==> config.mk <==
export PLATFORM = sky130hd
export DESIGN_NAME = break_arbiter
export DESIGN_NICKNAME = d
export VERILOG_FILES = /design/src/rtl/break_arbiter.sv
export SDC_FILE = /design/constraint.sdc
export NUM_CORES = 1
export LEC_CHECK = 0
export BUFFER_PORTS_ARGS = -buffer_cell sky130_fd_sc_hd__buf_4
export CAP_MARGIN = 30
export CORE_MARGIN = 4
export CORE_UTILIZATION = 48
export CTS_CLUSTER_DIAMETER = 100
export DETAILED_ROUTE_END_ITERATION = 16
export GPL_TIMING_DRIVEN = 0
export PLACE_DENSITY = 0.79
export REMOVE_ABC_BUFFERS = 1
export SYNTH_ARGS = -nofsm -noshare
export SYNTH_HDL_FRONTEND = slang
export SYNTH_SLANG_ARGS = --single-unit
==> constraint.sdc <==
create_clock -name clk -period 2.1 [get_ports clk]
set_input_delay 0.315 -clock clk [delete_from_list [all_inputs] [get_ports clk]]
set_output_delay 0.315 -clock clk [all_outputs]
set_load 0.05 [all_outputs]
==> src/rtl/break_arbiter.sv <==
// ---------------------------------------------------------------------------
// break_arbiter
//
// Arbitrates four data-break devices onto a single CPU data-break channel.
// An IDLE cycle picks a winner round-robin and latches its address, write word
// and direction. The block then requests the break (REQ) and follows the CPU
// through the break cycle (BUSY). It pulses done to the winner (DONE) and
// returns to IDLE.
//
// Handshake: a device holds req high until it is granted. Once the grant is
// latched the break is committed, so dropping req later has no effect. The
// CPU acknowledges data_break by raising break_in_prog and ends the break by
// lowering it. done is the one-cycle completion strobe back to the device.
//
// Ports
//   clk            system clock, rising edge
//   reset          asynchronous active-low reset
//   req[3:0]       per-device break request (level)
//   dev_wr[3:0]    per-device direction, 1 = device writes memory
//   dev_addr[59:0] four 15-bit break addresses, device n at [15n+14:15n]
//   dev_wdata[47:0] four 12-bit write words, device n at [12n+11:12n]
//   break_in_prog  CPU is executing the break cycle
//   data_break     break request to the CPU sequencer
//   to_disk        1 = memory read toward device (~dev_wr of winner)
//   break_addr     latched address of the granted device
//   break_wdata    latched write word of the granted device
//   grant[3:0]     one-hot granted device, 0 when none
//   done[3:0]      one-cycle completion pulse to the granted device
//   break_err      sticky watchdog error
//   break_count    completed breaks, 12-bit wrapping
//   fsm_state      current FSM state (debug visibility)
// ---------------------------------------------------------------------------
module break_arbiter (
    input  logic        clk,
    input  logic        reset,
    input  logic [3:0]  req,
    input  logic [3:0]  dev_wr,
    input  logic [59:0] dev_addr,
    input  logic [47:0] dev_wdata,
    input  logic        break_in_prog,
    output logic        data_break,
    output logic        to_disk,
    output logic [14:0] break_addr,
    output logic [11:0] break_wdata,
    output logic [3:0]  grant,
    output logic [3:0]  done,
    output logic        break_err,
    output logic [11:0] break_count,
    output logic [1:0]  fsm_state
);

    typedef enum logic [1:0] {
        ST_IDLE = 2'd0,
        ST_REQ  = 2'd1,
        ST_BUSY = 2'd2,
        ST_DONE = 2'd3
    } state_t;

    // Last BUSY cycle index before the watchdog fires (7 BUSY cycles: 0..6).
    localparam logic [2:0] WDOG_LAST = 3'd6;

    state_t      state;
    state_t      next_state;
    logic [1:0]  ptr;
    logic [1:0]  winner;
    logic [2:0]  wdog;

    logic        found;
    logic [1:0]  sel;
    logic [1:0]  cand;
    logic        wdog_fire;

    logic [14:0] addr_arr  [4];
    logic [11:0] wdata_arr [4];

    // Unpack the flat device buses so the winner can be indexed directly.
    always_comb begin
        for (int i = 0; i < 4; i++) begin
            addr_arr[i]  = dev_addr[15*i +: 15];
            wdata_arr[i] = dev_wdata[12*i +: 12];
        end
    end

    // Round-robin pick: scan ptr, ptr+1, ptr+2, ptr+3 (mod 4); first hit wins.
    always_comb begin
        found = 1'b0;
        sel   = ptr;
        cand  = ptr;
        for (int i = 0; i < 4; i++) begin
            cand = ptr + 2'(i);
            if (!found && req[cand]) begin
                found = 1'b1;
                sel   = cand;
            end
        end
    end

    // Next-state logic. break_in_prog is only looked at in REQ and BUSY, so
    // a stray level in IDLE or DONE is ignored.
    always_comb begin
        next_state = state;
        wdog_fire  = 1'b0;
        case (state)
            ST_IDLE: begin
                if (found) next_state = ST_REQ;
            end
            ST_REQ: begin
                if (break_in_prog) next_state = ST_BUSY;
            end
            ST_BUSY: begin
                if (!break_in_prog) begin
                    next_state = ST_DONE;
                end else if (wdog == WDOG_LAST) begin
                    next_state = ST_DONE;
                    wdog_fire  = 1'b1;
                end
            end
            ST_DONE: begin
                next_state = ST_IDLE;
            end
            default: next_state = ST_IDLE;
        endcase
    end

    always_ff @(posedge clk or negedge reset) begin
        if (!reset) begin
            state       <= ST_IDLE;
            ptr         <= 2'd0;
            winner      <= 2'd0;
            wdog        <= 3'd0;
            to_disk     <= 1'b0;
            break_addr  <= 15'd0;
            break_wdata <= 12'd0;
            grant       <= 4'd0;
            break_err   <= 1'b0;
            break_count <= 12'd0;
        end else begin
            state <= next_state;
            case (state)
                ST_IDLE: begin
                    // Latch everything about the winner now; it stays frozen
                    // until DONE is left, whatever the devices do meanwhile.
                    if (found) begin
                        winner      <= sel;
                        grant       <= 4'b0001 << sel;
                        break_addr  <= addr_arr[sel];
                        break_wdata <= wdata_arr[sel];
                        to_disk     <= ~dev_wr[sel];
                    end
                end
                ST_REQ: begin
                    if (break_in_prog) wdog <= 3'd0;
                end
                ST_BUSY: begin
                    wdog <= wdog + 3'd1;
                    if (wdog_fire) break_err <= 1'b1;
                end
                ST_DONE: begin
                    grant       <= 4'd0;
                    break_count <= break_count + 12'd1;
                    ptr         <= winner + 2'd1;
                end
                default: ;
            endcase
        end
    end

    // Decoded purely from registered state, so both are glitch-free.
    assign data_break = (state == ST_REQ);
    assign done       = (state == ST_DONE) ? grant : 4'd0;
    assign fsm_state  = state;

endmodule
==> metrics.md, run 1 <==
| Metric | Value |
|---|---|
| Iter 0 DRT Violations | `172` |
| WHS | `0.0420 ns` |
| Logic pwr share | `0.651` |
| Routability cong. | `0.884` |
| Reg2Reg Launch Point | `ptr[1]` |
| Main flop type after synthesis | `dfrtp_1` |
| Area share of the largest cell type after synthesis | `0.367` |
| Leakage | `2.39 nW` |
| GRT Util Overall | `0.264` |
| Final Routed Wirelength | `12200 um` |
| CTS root buffer | `clkbuf_8` |
| Flop pwr share | `0.237` |
| Tightest Pin Transition | `0.704 ns` |
| # hold bufs at CTS | `0` |
| PwrDens | `1480 mW/mm^2` |
| First-pass GRT wire length | `18700 um` |
| Die ar. | `0.00914 mm^2` |
| Hpwl dp | `8990 um` |
| Final period util | `0.925` |
| CP max FO | `17` |
| Vias in the first global route | `3704` |
| CP Capture Type | `flip-flop` |
| Hold Path Class | `primary input to async pin` |
| H-Tree Depth | `2` |
| Antenna-violating nets left | `0` |
| Period minus WS final | `1.94 ns` |
| Row Count | `31` |
| Antenna violations before repair | `0` |
| Setup violators final | `0` |
| Flop-to-flop setup slack | `0.16 ns` |
| Post-synth EDFFs | `0` |
| DP Area | `0.00504 mm^2` |
| Outcome | `complete, no violations` |
| Io pins | `171` |
| Largest net degree at the start of global routing | `55` |
| Final nets | `676` |
| Clock buffer depth | `2` |
| Cell area after synthesis | `0.00368 mm^2` |
| Worst Setup Start Kind | `flip-flop` |
| Via count | `3811` |
| Post-Layout Inst Area | `0.00527 mm^2` |
| Clk_lat worst skew | `0.31 ns` |
| Starting Density | `0.500` |
| Max IR drop VDD | `0.000716 V` |
| First-pass iteration count of the detailed router | `4` |
| Setup WS post-layout | `0.157 ns` |
| Tot Pwr | `7.80 mW` |
| Clock power share | `0.111` |
| Slew Limit Headroom | `0.530` |
| Post-Place Cells | `635` |
| RSZ-0062 raised after global routing | `false` |
| Area grow syn2layout | `43.2%` |
| Seq/Total Area, Yosys | `0.367` |
| Final hold viol count | `0` |
| #FFs+latches synth | `54` |
| Internal power | `3.88 mW` |
| Count leader, synth | `dfrtp_1` |
| Total of max-cap violations | `0` |
| Highest Clock Rate | `515 MHz` |
| Yosys top cell by area | `dfrtp_1` |
| CP arrival | `2.19 ns` |
| Layout cells sized above 1 | `0.411` |
| Gr ovfl total | `0` |
| Synth Area per Inst | `9.32 um^2` |
| CTS tree | `done` |
| CTS sink cnt | `54` |
| Num CTS Buffers | `5` |
| Clock skew | `0.00533 ns` |
| Avg WL per Cell | `18.8 um` |
| Fillers | `572` |
| Ant. Diodes | `0` |
| Switching Fraction | `0.503` |
| Most frequent cells after synthesis | `dfrtp_1 (54), nor2_1 (35), a21oi_1 (33)` |
| Core area | `0.00737 mm^2` |
| Syn Inst Count | `395` |
| Slew Limit Fails | `0` |
| # DRC | `0` |
| Clock-pin slew on the worst setup and hold paths | `0.10 ns` |
| Critical path class | `flip-flop to flip-flop` |
| Post-Layout Cell Count | `649` |
| Unique masters post-synth | `53` |
| Synth area leaders | `dfrtp_1 (37%), and4_1 (5.5%), o31a_1 (5.5%)` |
| Required time of the critical path | `2.35 ns` |
| Yosys warns | `0` |
| Asr flop ratio synth | `1.00` |
| Setup WS pre-CTS | `-0.269 ns` |
| Vias/cell | `5.87` |
| Sw power | `3.92 mW` |
| Die Wd | `95.6 um` |
| I/O Buffers | `170` |
| Reg2reg end | `break_addr[4]` |
| Die Height | `95.6 um` |
| R2R depth | `6` |
worst max path at each step:
stage                       from             end  slack [ns]  cells after the start
floorplan           fsm_state[0]  break_addr[14]       -0.79                      5
global placement    fsm_state[0]   break_addr[9]       -1.54                      5
detailed placement  fsm_state[0]   break_addr[9]       -0.27                      6
CTS                       ptr[0]  break_addr[14]        0.05                      6
global route              ptr[1]  break_addr[14]        0.03                      6
finish                    ptr[1]   break_addr[4]        0.16                      6
metal layers:
layer  vias to the layer above  share of wire  track usage
li1                       1801              -            -
met1                      1860           0.39        0.319
met2                       131           0.53        0.474
met3                        19          0.060       0.0426
met4                         0          0.023       0.0889
met5                         -              0            0
placed cells by master, fill, tap and decap left out, types with 6 or more instances in the layout:
master | Yosys | final
buf_4 | 9 | 176
dfrtp_1 | 54 | 52
nor2_1 | 35 | 35
a21oi_1 | 33 | 33
o21ai_0 | 26 | 26
and4_1 | 23 | 23
o31a_1 | 23 | 23
nand2_1 | 18 | 18
a221oi_1 | 13 | 13
inv_1 | 11 | 11
o21ai_1 | 11 | 11
a221oi_2 | 11 | 11
xnor2_1 | 10 | 10
nor2b_1 | 9 | 7
nand4_1 | 6 | 6
a22o_1 | 6 | 6
ha_1 | 8 | 6
clkbuf_8 | 0 | 6
buf_8 | 0 | 6
power groups by stage:
stage               Clock, mW  Sequential, mW  Combinational, mW
CTS                     0.880            1.84               5.07
global placement            0            1.86               4.59
detailed placement          0            1.88               4.92
global route            0.915            1.91               5.45
floorplan                   0            3.12               1.93
finish                  0.868            1.85               5.08
timing repair:
action | CTS | global route
pin swaps | 1 | 0
buffers inserted | 6 | 0
resized for setup | 6 | 5
setup endpoints to repair | 28 | 17
metrics by stage:
stage / setup TNS [ns] / util
after floorplan: -12.02 / -
after global placement: -36.24 / 0.661
after detailed placement: -3.31 / 0.685
after CTS: 0 / 0.713
after global routing: 0 / 0.716
final: 0 / 0.716
layout make-up:
cell class                      instances  area, um^2  share of cell area
Inverter                               11        41.3             0.00783
Tap cell                               99         124              0.0235
Clock inverter                          2        60.1              0.0114
Multi-Input combinational cell        293        2150               0.407
Timing Repair Buffer                  184        1470               0.278
Sequential cell                        54        1350               0.257
Clock buffer                            6        82.6              0.0157
registers in the layout, indices dropped and copies added (netlist names), 2 cells and up:
signal / count
break_count: 12
break_wdata: 12
fsm_state: 2
winner: 2
wdog: 3
break_addr: 15
ptr: 2
grant: 4
kinds of logic after synthesis:
logic type,Yosys count,synth area share
adder cells (fa/ha/maj),8,0.0272
AO/OA/AOI/OAI,155,0.320
AND/OR/NAND/NOR,116,0.181
XOR/XNOR,12,0.0285
multiplexers,2,0.00612
flip-flops,54,0.367
buffers and inverters,48,0.0693
worst max-delay path: stages (launching register included):
cell	delay (ns)
dfrtp_2	0.45
and2_1	0.19
o22ai_2	0.57
buf_8	0.25
o31ai_1	0.09
a21oi_1	0.18
o32a_1	0.15
(Power assumes the default switching activity.)
==> run 2, diff against run 1 <==
Settings changed: ABC_AREA set to 1, CORE_UTILIZATION 48 to 49.
==> run 2 against run 1 <==
Compared with the run above: the run now ends with negative setup slack left; maximum frequency shrank 16%; cell count grew 42%; routed wire length grew 34%; critical endpoint is now break_wdata[11].
==> metrics.md, run 2 <==
| Metric | Value |
|---|---|
| Tightest Pin Transition | `0.699 ns` |
| Flop-to-flop setup slack | `-0.20 ns` |
| Reg2Reg Launch Point | `ptr[1]` |
| Cell area after synthesis | `0.00401 mm^2` |
| Largest registers | `break_addr (15), break_count (12), break_wdata (12)` |
| Antenna-violating nets left | `0` |
| Starting Density | `0.511` |
| Failing checks | `negative setup slack` |
| Reg2reg end | `break_wdata[11]` |
| GRT Util Overall | `0.287` |
| Clock buffer depth | `2` |
| CP max FO | `15` |
| Die Height | `98.5 um` |
| Most flops, register | `break_addr` |
| Outcome | `finished with violations` |
| Synth Area in Adders | `0.0250` |
| Hold Path Class | `primary input to async pin` |
| Largest net degree at the start of global routing | `55` |
| Commonest non-fill, non-tap cell in the layout | `nand2_1` |
| Clock skew | `0.0117 ns` |
| Multiplexer share of the synthesized area | `0` |
| Final hold viol count | `0` |
| Yosys warns | `0` |
| R2R depth | `14` |
| Main combinational cell family by area after synthesis | `simple AND/OR/NAND/NOR gates` |
| Ant. Diodes | `0` |
| Clock-pin slew on the worst setup and hold paths | `0.11 ns` |
| Die Wd | `98.5 um` |
| Setup violators final | `32` |
| Main flop type after synthesis | `dfrtp_1` |
| Core area | `0.00785 mm^2` |
| Die ar. | `0.00970 mm^2` |
| Max IR drop VDD | `0.000870 V` |
| First-pass iteration count of the detailed router | `6` |
| Avg WL per Cell | `17.8 um` |
| Synth area leaders | `dfrtp_1 (34%), nand2_1 (29%), nand3_1 (16%)` |
| Hpwl dp | `9120 um` |
| Largest register FFs | `15` |
| Antenna violations before repair | `0` |
| Slew Limit Headroom | `0.534` |
| Num CTS Buffers | `5` |
| CP arrival | `2.56 ns` |
| Vias/cell | `5.61` |
| CTS sink cnt | `54` |
| Syn Inst Count | `627` |
| Final nets | `945` |
| GR peak layer | `met2` |
| Setup WS post-layout | `-0.201 ns` |
| Total of max-cap violations | `0` |
| PwrDens | `2050 mW/mm^2` |
| CTS tree | `done` |
| Area grow syn2layout | `53.1%` |
| Fillers | `569` |
| Synth Area in Compound Gates | `0.0268` |
| Iter 0 DRT Violations | `449` |
| Final period util | `1.10` |
| Simple-gate share of the synthesized area | `0.482` |
| Via count | `5168` |
| I/O Buffers | `170` |
| H-Tree Depth | `2` |
| #FFs+latches synth | `54` |
| Layout cells sized above 1 | `0.343` |
| Post-Place Cells | `867` |
| Required time of the critical path | `2.36 ns` |
| Gr ovfl total | `0` |
| # DRC | `0` |
| First-pass GRT wire length | `22800 um` |
| Unique masters post-synth | `26` |
| GR met3 Demand/Resource | `0.0878` |
| GRT met2 Usage | `0.482` |
| Routability cong. | `0.820` |
| Critical path class | `flip-flop to flip-flop` |
| Final Routed Wirelength | `16400 um` |
| Clk_lat worst skew | `0.32 ns` |
| Period minus WS final | `2.30 ns` |
| # hold bufs at CTS | `0` |
| Fin Setup TNS | `-2.23 ns` |
| Leakage | `3.51 nW` |
| Synth Area in XOR/XNOR | `0.0262` |
| GRT met1 Usage | `0.347` |
| Most frequent cells after synthesis | `nand2_1 (305), nand3_1 (132), dfrtp_1 (54)` |
| CP Capture Type | `flip-flop` |
| Yosys top cell by area | `dfrtp_1` |
| Seq/Total Area, Yosys | `0.337` |
| Count leader, synth | `nand2_1` |
| Post-synth EDFFs | `0` |
| Worst Setup Start Kind | `flip-flop` |
| Asr flop ratio synth | `1.00` |
| Post-Layout Cell Count | `921` |
| Area share of the largest cell type after synthesis | `0.337` |
| Row Count | `32` |
| CTS root buffer | `clkbuf_8` |
| Highest Clock Rate | `435 MHz` |
| Slew Limit Fails | `0` |
| Io pins | `171` |
| Vias in the first global route | `4822` |
| Synth Area per Inst | `6.40 um^2` |
| Commonest cells after routing, fill and taps aside | `nand2_1 (280), buf_4 (198), nand3_1 (126), dfrtp_1 (52), inv_1 (31)` |
| RSZ-0062 raised after global routing | `true` |
[run 2: cell types whose count changed after synthesis, sizes merged, moves of 7 or more]
cell    change
a21oi      -32
a221oi     -24
and4       -23
inv        +25
nand2     +294
nand3     +129
nor2       -26
nor2b       -9
o21ai      -26
o31a       -23
xnor2       -7
xor2        +7
[run 2: power by group]
group,internal (mW),leakage (nW),switching [mW]
Sequential,1.48,0.691,0.364
Combinational,3.64,2.78,6.44
Clock,0.273,0.0478,0.372
Total,5.39,3.51,7.18
[run 2: cell families after synthesis]
kind of cell	after synthesis
AND/OR/NAND/NOR	458
buffers and inverters	76
flip-flops	54
AO/OA/AOI/OAI	19
XOR/XNOR	12
adder cells (fa/ha/maj)	8
[run 2: worst max-delay path, cell delays in order (launching register included)]
cell and delay, ns:
dfrtp_2 0.51, buf_4 0.17, buf_4 0.11, nand3_1 0.08
nand2_2 0.18, nand4_4 0.21, buf_6 0.19, nand2_8 0.12
clkbuf_16 0.19, nand3_1 0.08, nand2_1 0.06, nand2_1 0.07
nand2_1 0.09, nand2_1 0.08, nand2_1 0.08
[run 2: routing by layer]
metal / wire (um) / vias to the layer above / part of all wire
met5: 0 / - / 0
met4: 885 / 0 / 0.054
met3: 2050 / 92 / 0.13
met2: 7720 / 386 / 0.47
met1: 5750 / 2311 / 0.35
li1: - / 2379 / -
[run 2: what timing repair did]
| action | in CTS | in global routing |
|---|---|---|
| pin swaps | 7 | 6 |
| endpoints found under the hold margin | 0 | 0 |
| resized for setup | 27 | 48 |
| buffers inserted | 22 | 14 |
| gates cloned | 3 | 7 |
| endpoints found under the setup margin | 34 | 35 |
[run 2: final cells by class]
type	count	area [um^2]	area share
Clock buffer	6	82.6	0.0135
Clock inverter	2	16.3	0.00265
Inverter	36	150	0.0245
Multi-Input combinational cell	501	2520	0.411
Sequential cell	54	1350	0.221
Tap cell	102	128	0.0208
Timing Repair Buffer	219	1880	0.307
Timing Repair inverter	1	5.00	0.000815
[run 2: how the worst max path moves through the flow]
stage,from,end,slack [ns],cells after the start
floorplan,ptr[0],break_addr[0],-1.07,13
global placement,ptr[0],break_addr[0],-2.19,13
finish,ptr[1],break_wdata[11],-0.20,14
global route,ptr[0],break_wdata[11],-0.19,15
CTS,ptr[0],break_addr[9],0.01,14
detailed placement,ptr[0],break_wdata[7],-1.04,14
[run 2: stage by stage]
stage                     setup slack, ns  cell area, um^2  hold WS, ns  power [mW]  utilization
final                              -0.201             6140       0.0388        12.6        0.782
after global routing               -0.186             6140       0.0911        13.4        0.782
after CTS                          0.0118             5710       0.0659        10.9        0.728
after detailed placement            -1.04             5300        0.408        9.43        0.675
after global placement              -2.19             5140        0.403        8.46        0.655
after floorplan                     -1.07             3730       0.0194        6.96            -
